## src/rtl/mem_port_arbiter_if.sv

```systemverilog
// mem_port_arbiter_if
// Bundles the fetch (IF) and memory-access (MA) request ports, the shared memory
// port and the stall/error outputs of mem_port_arbiter.
//   slave  : the arbiter's view. It receives requests and memory responses and
//            drives ready/rdata, stalls, the memory access fields and err.
//   master : the surrounding pipeline and memory model. It drives requests and
//            memory responses and observes everything else.
interface mem_port_arbiter_if #(
    parameter int ADDR_W = 16,
    parameter int DATA_W = 16
);
    // Fetch port
    logic              if_req;
    logic [ADDR_W-1:0] if_addr;
    logic              if_ready;
    logic [DATA_W-1:0] if_rdata;
    // Memory-access stage port
    logic              ma_req;
    logic              ma_we;
    logic [ADDR_W-1:0] ma_addr;
    logic [DATA_W-1:0] ma_wdata;
    logic              ma_ready;
    logic [DATA_W-1:0] ma_rdata;
    // Pipeline stalls
    logic              stall_if;
    logic              stall_ma;
    // Shared memory port
    logic              mem_req;
    logic              mem_we;
    logic [ADDR_W-1:0] mem_addr;
    logic [DATA_W-1:0] mem_wdata;
    logic [DATA_W-1:0] mem_rdata;
    logic              mem_ack;
    // Timeout abort
    logic              err;

    modport slave (
        input  if_req, if_addr, ma_req, ma_we, ma_addr, ma_wdata, mem_rdata, mem_ack,
        output if_ready, if_rdata, ma_ready, ma_rdata, stall_if, stall_ma,
               mem_req, mem_we, mem_addr, mem_wdata, err
    );

    modport master (
        output if_req, if_addr, ma_req, ma_we, ma_addr, ma_wdata, mem_rdata, mem_ack,
        input  if_ready, if_rdata, ma_ready, ma_rdata, stall_if, stall_ma,
               mem_req, mem_we, mem_addr, mem_wdata, err
    );
endinterface

```

## src/rtl/mem_port_arbiter.sv

```systemverilog
// mem_port_arbiter
// Shares a single memory port between an instruction-fetch requester (IF) and a
// memory-access stage requester (MA). MA has priority, except that after
// STARVE_MAX back-to-back MA grants made while IF was waiting, IF is served once.
// A granted access latches its fields into mem_addr/mem_we/mem_wdata and raises
// mem_req from the next cycle until mem_ack or a timeout ends it.
// Ports:
//   clk  - rising-edge clock
//   rst  - synchronous active-high reset
//   bus  - mem_port_arbiter_if.slave: requester handshakes, memory port,
//          stall_if/stall_ma and the err timeout pulse
// Timing: a request granted in cycle N gives mem_req=1 from N+1. The requester's
// ready pulse is combinational from mem_ack, so the earliest completion is N+1.
// If no ack arrives in the first TIMEOUT busy cycles, the next busy cycle aborts
// with err + ready and all-ones read data.
module mem_port_arbiter #(
    parameter int ADDR_W     = 16,
    parameter int DATA_W     = 16,
    parameter int TIMEOUT    = 15,
    parameter int STARVE_MAX = 4
) (
    input logic              clk,
    input logic              rst,
    mem_port_arbiter_if.slave bus
);

    localparam int SW = (STARVE_MAX < 1) ? 1 : $clog2(STARVE_MAX + 1);
    localparam logic [SW-1:0] SMAX      = SW'(STARVE_MAX);
    localparam logic [7:0]    TIMEOUT_C = 8'(TIMEOUT);

    typedef enum logic [1:0] {
        IDLE    = 2'd0,
        BUSY_IF = 2'd1,
        BUSY_MA = 2'd2
    } state_t;

    state_t            state_q;
    logic              mem_req_q;
    logic              mem_we_q;
    logic [ADDR_W-1:0] mem_addr_q;
    logic [DATA_W-1:0] mem_wdata_q;
    logic [7:0]        wait_q;
    logic [SW-1:0]     starve_q;
    logic [SW-1:0]     starve_d;

    logic busy;
    logic timeout;
    logic done;
    logic grant_ma;
    logic grant_if;

    function automatic logic [SW-1:0] sat_inc(input logic [SW-1:0] v);
        return (v >= SMAX) ? v : v + 1'b1;
    endfunction

    assign busy     = (state_q != IDLE);
    // An ack in the timeout cycle still completes the access normally.
    assign timeout  = busy && !bus.mem_ack && (wait_q == TIMEOUT_C);
    assign done     = busy && (bus.mem_ack || (wait_q == TIMEOUT_C));

    assign grant_ma = (state_q == IDLE) && bus.ma_req && (!bus.if_req || (starve_q < SMAX));
    assign grant_if = (state_q == IDLE) && !grant_ma && bus.if_req;

    // MA grants only count against IF while IF is actually waiting.
    assign starve_d = bus.if_req ? sat_inc(starve_q) : '0;

    // Completion pulses are gated by rst so a reset cycle never reports completion.
    assign bus.if_ready = (state_q == BUSY_IF) && done && !rst;
    assign bus.ma_ready = (state_q == BUSY_MA) && done && !rst;
    assign bus.err      = timeout && !rst;

    assign bus.if_rdata = !bus.if_ready ? '0 :
                          timeout       ? '1 : bus.mem_rdata;
    assign bus.ma_rdata = !bus.ma_ready ? '0 :
                          timeout       ? '1 :
                          mem_we_q      ? '0 : bus.mem_rdata;

    assign bus.stall_if = bus.if_req & ~bus.if_ready;
    assign bus.stall_ma = bus.ma_req & ~bus.ma_ready;

    assign bus.mem_req   = mem_req_q;
    assign bus.mem_we    = mem_we_q;
    assign bus.mem_addr  = mem_addr_q;
    assign bus.mem_wdata = mem_wdata_q;

    always_ff @(posedge clk) begin
        if (rst) begin
            state_q     <= IDLE;
            mem_req_q   <= 1'b0;
            mem_we_q    <= 1'b0;
            mem_addr_q  <= '0;
            mem_wdata_q <= '0;
            wait_q      <= '0;
            starve_q    <= '0;
        end else begin
            case (state_q)
                IDLE: begin
                    if (grant_ma) begin
                        state_q     <= BUSY_MA;
                        mem_req_q   <= 1'b1;
                        mem_we_q    <= bus.ma_we;
                        mem_addr_q  <= bus.ma_addr;
                        mem_wdata_q <= bus.ma_wdata;
                        wait_q      <= '0;
                        starve_q    <= starve_d;
                    end else if (grant_if) begin
                        state_q     <= BUSY_IF;
                        mem_req_q   <= 1'b1;
                        mem_we_q    <= 1'b0;
                        mem_addr_q  <= bus.if_addr;
                        mem_wdata_q <= '0;
                        wait_q      <= '0;
                        starve_q    <= '0;
                    end
                end
                default: begin
                    if (done) begin
                        state_q   <= IDLE;
                        mem_req_q <= 1'b0;
                        wait_q    <= '0;
                    end else begin
                        wait_q <= wait_q + 8'd1;
                    end
                end
            endcase
        end
    end

endmodule

```

## src/flat_wrapper.sv

```systemverilog
// flat-port wrapper written by rule: the top's interface ports become plain ports
module mem_port_arbiter_flat 
#(
    parameter int ADDR_W     = 16,
    parameter int DATA_W     = 16,
    parameter int TIMEOUT    = 15,
    parameter int STARVE_MAX = 4
)
  (clk, rst, bus_if_req, bus_if_addr, bus_ma_req, bus_ma_we, bus_ma_addr, bus_ma_wdata, bus_mem_rdata, bus_mem_ack, bus_if_ready, bus_if_rdata, bus_ma_ready, bus_ma_rdata, bus_stall_if, bus_stall_ma, bus_mem_req, bus_mem_we, bus_mem_addr, bus_mem_wdata, bus_err);
  mem_port_arbiter_if #(.ADDR_W(ADDR_W), .DATA_W(DATA_W)) bus_i ();
  input logic clk;
  input logic rst;
  input wire logic [$bits(bus_i.if_req)-1:0] bus_if_req;
  input wire logic [$bits(bus_i.if_addr)-1:0] bus_if_addr;
  input wire logic [$bits(bus_i.ma_req)-1:0] bus_ma_req;
  input wire logic [$bits(bus_i.ma_we)-1:0] bus_ma_we;
  input wire logic [$bits(bus_i.ma_addr)-1:0] bus_ma_addr;
  input wire logic [$bits(bus_i.ma_wdata)-1:0] bus_ma_wdata;
  input wire logic [$bits(bus_i.mem_rdata)-1:0] bus_mem_rdata;
  input wire logic [$bits(bus_i.mem_ack)-1:0] bus_mem_ack;
  output wire logic [$bits(bus_i.if_ready)-1:0] bus_if_ready;
  output wire logic [$bits(bus_i.if_rdata)-1:0] bus_if_rdata;
  output wire logic [$bits(bus_i.ma_ready)-1:0] bus_ma_ready;
  output wire logic [$bits(bus_i.ma_rdata)-1:0] bus_ma_rdata;
  output wire logic [$bits(bus_i.stall_if)-1:0] bus_stall_if;
  output wire logic [$bits(bus_i.stall_ma)-1:0] bus_stall_ma;
  output wire logic [$bits(bus_i.mem_req)-1:0] bus_mem_req;
  output wire logic [$bits(bus_i.mem_we)-1:0] bus_mem_we;
  output wire logic [$bits(bus_i.mem_addr)-1:0] bus_mem_addr;
  output wire logic [$bits(bus_i.mem_wdata)-1:0] bus_mem_wdata;
  output wire logic [$bits(bus_i.err)-1:0] bus_err;
  assign bus_i.if_req = bus_if_req;
  assign bus_i.if_addr = bus_if_addr;
  assign bus_i.ma_req = bus_ma_req;
  assign bus_i.ma_we = bus_ma_we;
  assign bus_i.ma_addr = bus_ma_addr;
  assign bus_i.ma_wdata = bus_ma_wdata;
  assign bus_i.mem_rdata = bus_mem_rdata;
  assign bus_i.mem_ack = bus_mem_ack;
  assign bus_if_ready = bus_i.if_ready;
  assign bus_if_rdata = bus_i.if_rdata;
  assign bus_ma_ready = bus_i.ma_ready;
  assign bus_ma_rdata = bus_i.ma_rdata;
  assign bus_stall_if = bus_i.stall_if;
  assign bus_stall_ma = bus_i.stall_ma;
  assign bus_mem_req = bus_i.mem_req;
  assign bus_mem_we = bus_i.mem_we;
  assign bus_mem_addr = bus_i.mem_addr;
  assign bus_mem_wdata = bus_i.mem_wdata;
  assign bus_err = bus_i.err;
  mem_port_arbiter #(.ADDR_W(ADDR_W), .DATA_W(DATA_W), .TIMEOUT(TIMEOUT), .STARVE_MAX(STARVE_MAX)) u_core (.clk(clk), .rst(rst), .bus(bus_i));
endmodule
```

## config.mk

```make
export PLATFORM = sky130hd
export DESIGN_NAME = mem_port_arbiter_flat
export DESIGN_NICKNAME = d
export VERILOG_FILES = /design/src/rtl/mem_port_arbiter_if.sv /design/src/rtl/mem_port_arbiter.sv /design/src/flat_wrapper.sv
export SDC_FILE = /design/constraint.sdc
export NUM_CORES = 1
export LEC_CHECK = 0
export ABC_AREA = 1
export CORE_MARGIN = 3
export CORE_UTILIZATION = 25
export CTS_CLUSTER_SIZE = 16
export DETAILED_ROUTE_END_ITERATION = 10
export PLACE_DENSITY = 0.59
export REMOVE_ABC_BUFFERS = 1
export SYNTH_ARGS = -nofsm -noshare
export SYNTH_HDL_FRONTEND = slang
export SYNTH_SLANG_ARGS = --single-unit
```

## constraint.sdc

```tcl
create_clock -name clk -period 4.1 [get_ports clk]
set_input_delay 1.025 -clock clk [delete_from_list [all_inputs] [get_ports clk]]
set_output_delay 1.025 -clock clk [all_outputs]
set_load 0.02 [all_outputs]
```

## Word-level counts from Yosys, hierarchy flattened

Index checks and enable logic that the tools add are counted.

| storage, ports and cells | value |
|---|---|
| register bits | 47 |
| input port bits | 70 |
| output and inout bits | 71 |
| word-level logic and storage cells | 72 |

| cells by class | value |
|---|---|
| add/subtract/negate cells | 2 |
| $lt $le $gt $ge | 2 |
| equal/unequal tests | 5 |
| mux-type cells | 27 |
| bitwise logic cells | 4 |
| reduce and logical (&&, ||, !) cells | 25 |

Operators by type and width:

| cell | count |
|---|---|
| 2-to-1 mux 16 bit | 9 |
| 2-to-1 mux 8 bit | 4 |
| logical AND 1 bit | 12 |
| 2-to-1 mux 3 bit | 4 |
| adder 8 x 1 -> 8 bit (second input constant) | 1 |
| equality test 8 x 4 -> 1 bit (second input constant) | 1 |
| 2-to-1 mux 2 bit | 4 |
| 2-to-1 mux 1 bit | 6 |
| nonzero test 2 bit | 3 |
| logical NOT 1 bit | 4 |
| AND reduction 2 bit | 2 |
| adder 3 x 1 -> 3 bit (second input constant) | 1 |
| >= comparator 3 bit (second input constant) | 1 |
| less-than comparator 3 bit (second input constant) | 1 |
| != test 3 x 1 -> 1 bit (second input constant) | 1 |
| != test 3 bit (second input constant) | 1 |
| AND reduction 3 bit | 1 |
| AND 1 bit | 2 |
| equality test 2 x 1 -> 1 bit (second input constant) | 1 |
| equality test 2 bit (second input constant) | 1 |
| logical NOT 2 bit | 1 |
| logical OR 1 bit | 2 |
| NOT 1 bit | 2 |

## Depth between registers and ports, before layout

| logic depth | value |
|---|---|
| word-level depth | 9 |
| depth in mapped cells | 8 |
| depth with buffers taken out | 8 |

## Worst setup path after synthesis

OpenSTA, ideal clock, no wires.

| timing | value |
|---|---|
| kind | input -> output |
| start point | input port rst |
| end point | output port bus_if_rdata[10] |
| data arrival time | 2.003 ns |
| data required time | 3.075 ns |
| slack | 1.072 ns |
| stages | 5 |
| buffers on the path | 2 |
| cell sequence | buf_2 nor3_1 nand2_2 buf_6 a21oi_1 |

| between the ends | value |
|---|---|
| cells in the longest elaborated chain, start to end | 3 |

Ends and longest elaborated chain:

| item | line | RTL |
|---|---|---|
| start, declared | flat_wrapper.sv:12 | `input logic rst;` |
| logical NOT 1 bit | mem_port_arbiter.sv:68 | `assign bus.if_ready = (state_q == BUSY_IF) && done && !rst;` |
| logical AND 1 bit | mem_port_arbiter.sv:68 |  |
| 2-to-1 mux 16 bit | mem_port_arbiter.sv:72 | `assign bus.if_rdata = !bus.if_ready ? '0 :` |
| end, declared | flat_wrapper.sv:22 | `output wire logic [$bits(bus_i.if_rdata)-1:0] bus_if_rdata;` |

No other way between the ends.

## Worst setup path after layout

| timing | value |
|---|---|
| start point | input port bus_mem_ack |
| end point | output port bus_stall_if |

| between the ends | value |
|---|---|
| cells in the longest elaborated chain, start to end | 6 |

Ends and longest elaborated chain:

| item | line | RTL |
|---|---|---|
| start, declared | flat_wrapper.sv:20 | `input wire logic [$bits(bus_i.mem_ack)-1:0] bus_mem_ack;` |
| logical OR 1 bit | mem_port_arbiter.sv:59 | `assign done = busy && (bus.mem_ack \|\| (wait_q == TIMEOUT_C));` |
| logical AND 1 bit | mem_port_arbiter.sv:59 |  |
| logical AND 1 bit (2 in a row) | mem_port_arbiter.sv:68 |  |
| NOT 1 bit | mem_port_arbiter.sv:78 | `assign bus.stall_if = bus.if_req & ~bus.if_ready;` |
| AND 1 bit | mem_port_arbiter.sv:78 |  |
| end, declared | flat_wrapper.sv:25 | `output wire logic [$bits(bus_i.stall_if)-1:0] bus_stall_if;` |

No other way between the ends.

==> results.md <==
- The detailed router's first-iteration violation count is 97.
- The CTS buffer count is 5.
- The number of max-cap violations is 0.
- The worst setup path is of the input port to primary output kind.
- The count of pins over their slew limit is 0.
- At the placement stage, the worst setup path has a slack of 0.210 ns.
- The number of I/O port buffers is 140.
- The later pin in the worst-skew pair is clocked with a latency of 0.30 ns.
- Synthesis produced 348 cells.
- The cell sitting at the root of the clock tree is a sky130_fd_sc_hd__clkbuf_8.
- Yosys mapped the design onto 23 distinct sky130hd cell types.
- The part of the power in the clock network is 0.260.
- The setup fix buffers added after clock tree synthesis is 0.
- Timing would allow up to 259 MHz.
- The setup check on the worst reg-to-reg path leaves a slack of 2.45 ns.
- The maximum single-stage delay on the critical path is 0.61 ns.
- After synthesis the netlist holds a flip-flop and latch count of 47.
- The standard cell core area is 0.00893 mm^2.
- The path type of the worst min-delay path is flop to flop.
- The post-detailed-route via-to-cell ratio is 4.55.
- The remaining max-slew budget at the tightest pin is 0.577.
- Power spread over the standard cell area amounts to 286 mW/mm^2.
- The via count of the routed design is 2674.
- The quantity of gates resized following cts is 0.
- The largest area contributor in the synthesized netlist is sky130_fd_sc_hd__dfxtp_1.
- The share of synthesized area in the top cell type comes to 0.398.
- The mapped netlist covers 0.00236 mm^2.
- The area of the multi-input gates is 0.00118 mm^2.
- At the worst endpoint, the required time is 3.07 ns.
- Routability-driven placement finished with a final weighted congestion of 0.837.
- After global routing, the most crowded layer is met2.
- Of the total power, the share spent switching nets is 0.300.
- Of the cells placed in the final design, the portion with a size suffix greater than 1 is 0.0458.
- The synthesis warning total is 0.
- The wire length of the first global-routing pass is 12100 um.
- The number of antenna violations at the first check in global routing is 0.
- The number of hold-slack violations in the final timing report is 0.
- Counting instances, the worst hold path has a depth of 2.
- Once routing completed, OpenROAD measured the worst setup slack at 0.242 ns.
- The maximum number of buffers from clock root to sink is 2.
- The iteration count of the initial detailed-routing pass is 4.
- The relative contribution of combinational cells to total power is 0.282.
- After clock tree synthesis, the flow added hold-fix buffers numbering 0.
- The routed design could run at a clock period as short as 3.86 ns.
- For this run, the register share of the synthesized area comes to 0.398.
- The run finished with clean final reports.
- The endpoint arrival time on the critical path is 2.83 ns.
- The utilization after layout is 0.439.
- Yosys attributes the largest share of cell area to sky130_fd_sc_hd__dfxtp_1 40%, sky130_fd_sc_hd__nand2_1 9.5%, sky130_fd_sc_hd__a21oi_1 8.5%, sky130_fd_sc_hd__nor2_1 8.4%, sky130_fd_sc_hd__o21ai_0 5.7%.
- The sum of routed wire length over all layers is 7600 um.
- Traced cell by cell, the critical path runs through clkdlybuf4s50_1 -> nor2_2 -> inv_2 -> nand2_2 -> inv_1 -> nor2_1 -> clkdlybuf4s50_1.
- The maximum number of pins on one net before global-route repair is 37.
- In this run the horizontal extent of the chip is 103 um.
- For the pin with the worst max-slew slack, the measured transition is 0.633 ns.
- The cell at the slowest stage of the critical path is sky130_fd_sc_hd__clkdlybuf4s50_1.
- The remaining global-route overflow is 0.
- In the global route stage, overall resource usage came out at 0.141.
- The post-route clock period utilization is 0.941.
- The number of sinks handled by clock tree synthesis is 47.
- The met2 layer usage reported by global route is 0.238.
- Setup repair after global routing left no endpoint under its margin.
- 141 I/O pins were placed.
- The placed wire-length estimate is 5620 um.
- The area growth from synthesis to layout is 65.9%.
- Between clock sinks in the finished design, the worst skew comes to 0.0116 ns.
- After detailed routing, the average wire length per cell comes to 12.9 um.
- After floorplanning, the core was divided into 34 placement rows.
- The worst register-to-register path has a depth of 6.
- The register clock-pin slew on the reported worst setup and hold paths is 0.08 ns.
- Among the stages of the critical path, the cell type that occurs most often is sky130_fd_sc_hd__clkdlybuf4s50_1.
- In the final timing run, aggregate negative setup slack is 0 ns.
- A synthesized cell averages 6.79 um^2.
- The reg-to-reg critical path endpoint is u_core.bus.mem_addr[10]$_SDFFE_PP0P_.
- The number of endpoints failing setup at the final stage is 0.
- Summed over all nets, the switching power comes to 335 uW.
- The path with the worst hold slack has its endpoint at u_core.bus.mem_wdata[7]$_SDFFE_PP0P_.
- The number of antenna diodes in the final layout is 0.
- The largest vdd supply drop is 0.000211 V.
- The leakage power figure is 0.00152 uW.
- For this run, global-route usage on met1 was measured as 0.173.
- The cell-internal power is 784 uW.
- The die is 103 um tall.
- The endpoint kind of the worst setup timing path is a primary output.
- In this run the most critical hold path is launched from u_core.bus.mem_wdata[7]$_SDFFE_PP0P_.
- The TritonCTS clock tree is yes.
- Along the worst path, the maximum fanout reaches 17.
- In the routed design, unresolved DRC markers number 0.
- The share of total power dissipated in sequential elements is 0.458.
- Leaving out fill and tap cells, the most frequent cells in the layout are 140 x sky130_fd_sc_hd__clkdlybuf4s50_1, 60 x sky130_fd_sc_hd__nand2_1, 53 x sky130_fd_sc_hd__nor2_1.
- The sequential cell area in the final layout is 941 um^2.
- The number of nets in the finished design is 552.
- STA classifies the critical path startpoint as an input port.
- The initial utilization of the core area, before any placement, comes to 0.264.
- Counting the fill cells in the layout gives 942.
- The count of nets left with antenna violations once routing finished came out at 0.
- The library cell used most frequently in the layout, excluding fill and tap cells, is sky130_fd_sc_hd__clkdlybuf4s50_1.
- The H-tree generated during clock tree synthesis spans 2 levels.
- The startpoint of the worst register-to-register path is u_core.state_q[1]$_SDFFE_PP0P_.
- The via count of the first global-routing pass is 2580.
- The fraction of met3 tracks used by global routing is 0.0510.
- The full die area is 0.0107 mm^2.
==> state kept, by name (all words and copies together) (netlist names) <==
name and flops:
u_core.starve_q 3, u_core.bus.mem_addr 16, u_core.bus.mem_we 1, u_core.wait_q 8, u_core.bus.mem_req 1, u_core.state_q 2, u_core.bus.mem_wdata 16
==> worst max-delay path, delay by kind of cell <==
| family | cells | cell delay [ns] |
|---|---|---|
| buffers and inverters | 4 | 1.22 |
| AND/OR/NAND/NOR | 3 | 0.58 |
==> per-layer routing <==
metal | routed length, um | part of all wire | up-vias
met5 | 0 | 0 | -
met4 | 51 | 0.0067 | 0
met3 | 692 | 0.091 | 4
met2 | 3600 | 0.47 | 89
met1 | 3250 | 0.43 | 1199
li1 | - | - | 1382
==> cell type report <==
cell class,count,area share
repair buffers,145,0.367
flip-flops and latches,47,0.240
clock inverters,1,0.00223
well taps,108,0.0345
inverters,34,0.0326
multi-input cells,247,0.302
clock buffers,6,0.0211
==> synth_stat cells <==
cell,instances
sky130_fd_sc_hd__nor2_4,2
sky130_fd_sc_hd__nor2_1,53
sky130_fd_sc_hd__buf_4,4
sky130_fd_sc_hd__nand4_1,3
sky130_fd_sc_hd__o21ai_0,27
sky130_fd_sc_hd__inv_1,31
sky130_fd_sc_hd__dfxtp_1,47
sky130_fd_sc_hd__o21a_1,16
sky130_fd_sc_hd__inv_2,2
sky130_fd_sc_hd__nand2_1,60
sky130_fd_sc_hd__nand2_2,3
sky130_fd_sc_hd__o21ai_1,9
sky130_fd_sc_hd__clkbuf_1,6
sky130_fd_sc_hd__buf_6,1
sky130_fd_sc_hd__nor2_2,2
sky130_fd_sc_hd__xor2_1,2
sky130_fd_sc_hd__nand3_1,24
sky130_fd_sc_hd__ha_1,2
sky130_fd_sc_hd__nor3_1,3
sky130_fd_sc_hd__clkinv_1,1
sky130_fd_sc_hd__nand3_2,1
sky130_fd_sc_hd__a21oi_1,40
sky130_fd_sc_hd__buf_2,9
==> how the worst max path moves through the flow <==
stage	depth (start not counted)	end	startpoint
after global routing	7	bus_stall_if	bus_mem_ack
after detailed placement	7	bus_stall_if	bus_mem_ack
final	7	bus_stall_if	bus_mem_ack
after CTS	7	bus_stall_if	bus_mem_ack
after global placement	7	bus_stall_if	bus_mem_ack
after floorplan	3	bus_if_rdata[0]	bus_mem_ack
==> power groups by stage <==
| stage | logic, uW | registers, uW | clock network [uW] |
|---|---|---|---|
| 2_1_floorplan | 102 | 559 | 0 |
| 3_3_place_gp | 320 | 522 | 0 |
| 3_5_place_dp | 320 | 523 | 0 |
| 4_1_cts | 321 | 513 | 302 |
| 5_1_grt | 346 | 518 | 322 |
| 6_report | 316 | 513 | 291 |
==> through the flow <==
step           instance area, um^2  hold slack [ns]  std cells  power, uW
6_report                      3920            0.463        588       1120
3_3_place_gp                  3830            0.451        581        841
4_1_cts                       3920            0.467        588       1140
5_1_grt                       3920            0.491        588       1190
2_1_floorplan                 2250            0.443        328        661
3_5_place_dp                  3830            0.454        581        843
==> cells by family after synthesis <==
group | count (synthesis) | synth area share
AOI/OAI and AO/OA | 92 | 0.212
xor gates and xnor gates | 2 | 0.00742
DFF | 47 | 0.398
and+or+nand+nor | 151 | 0.272
buffers and inverters | 54 | 0.100
adders and majority gates | 2 | 0.0106
(Power assumes the default switching activity.)
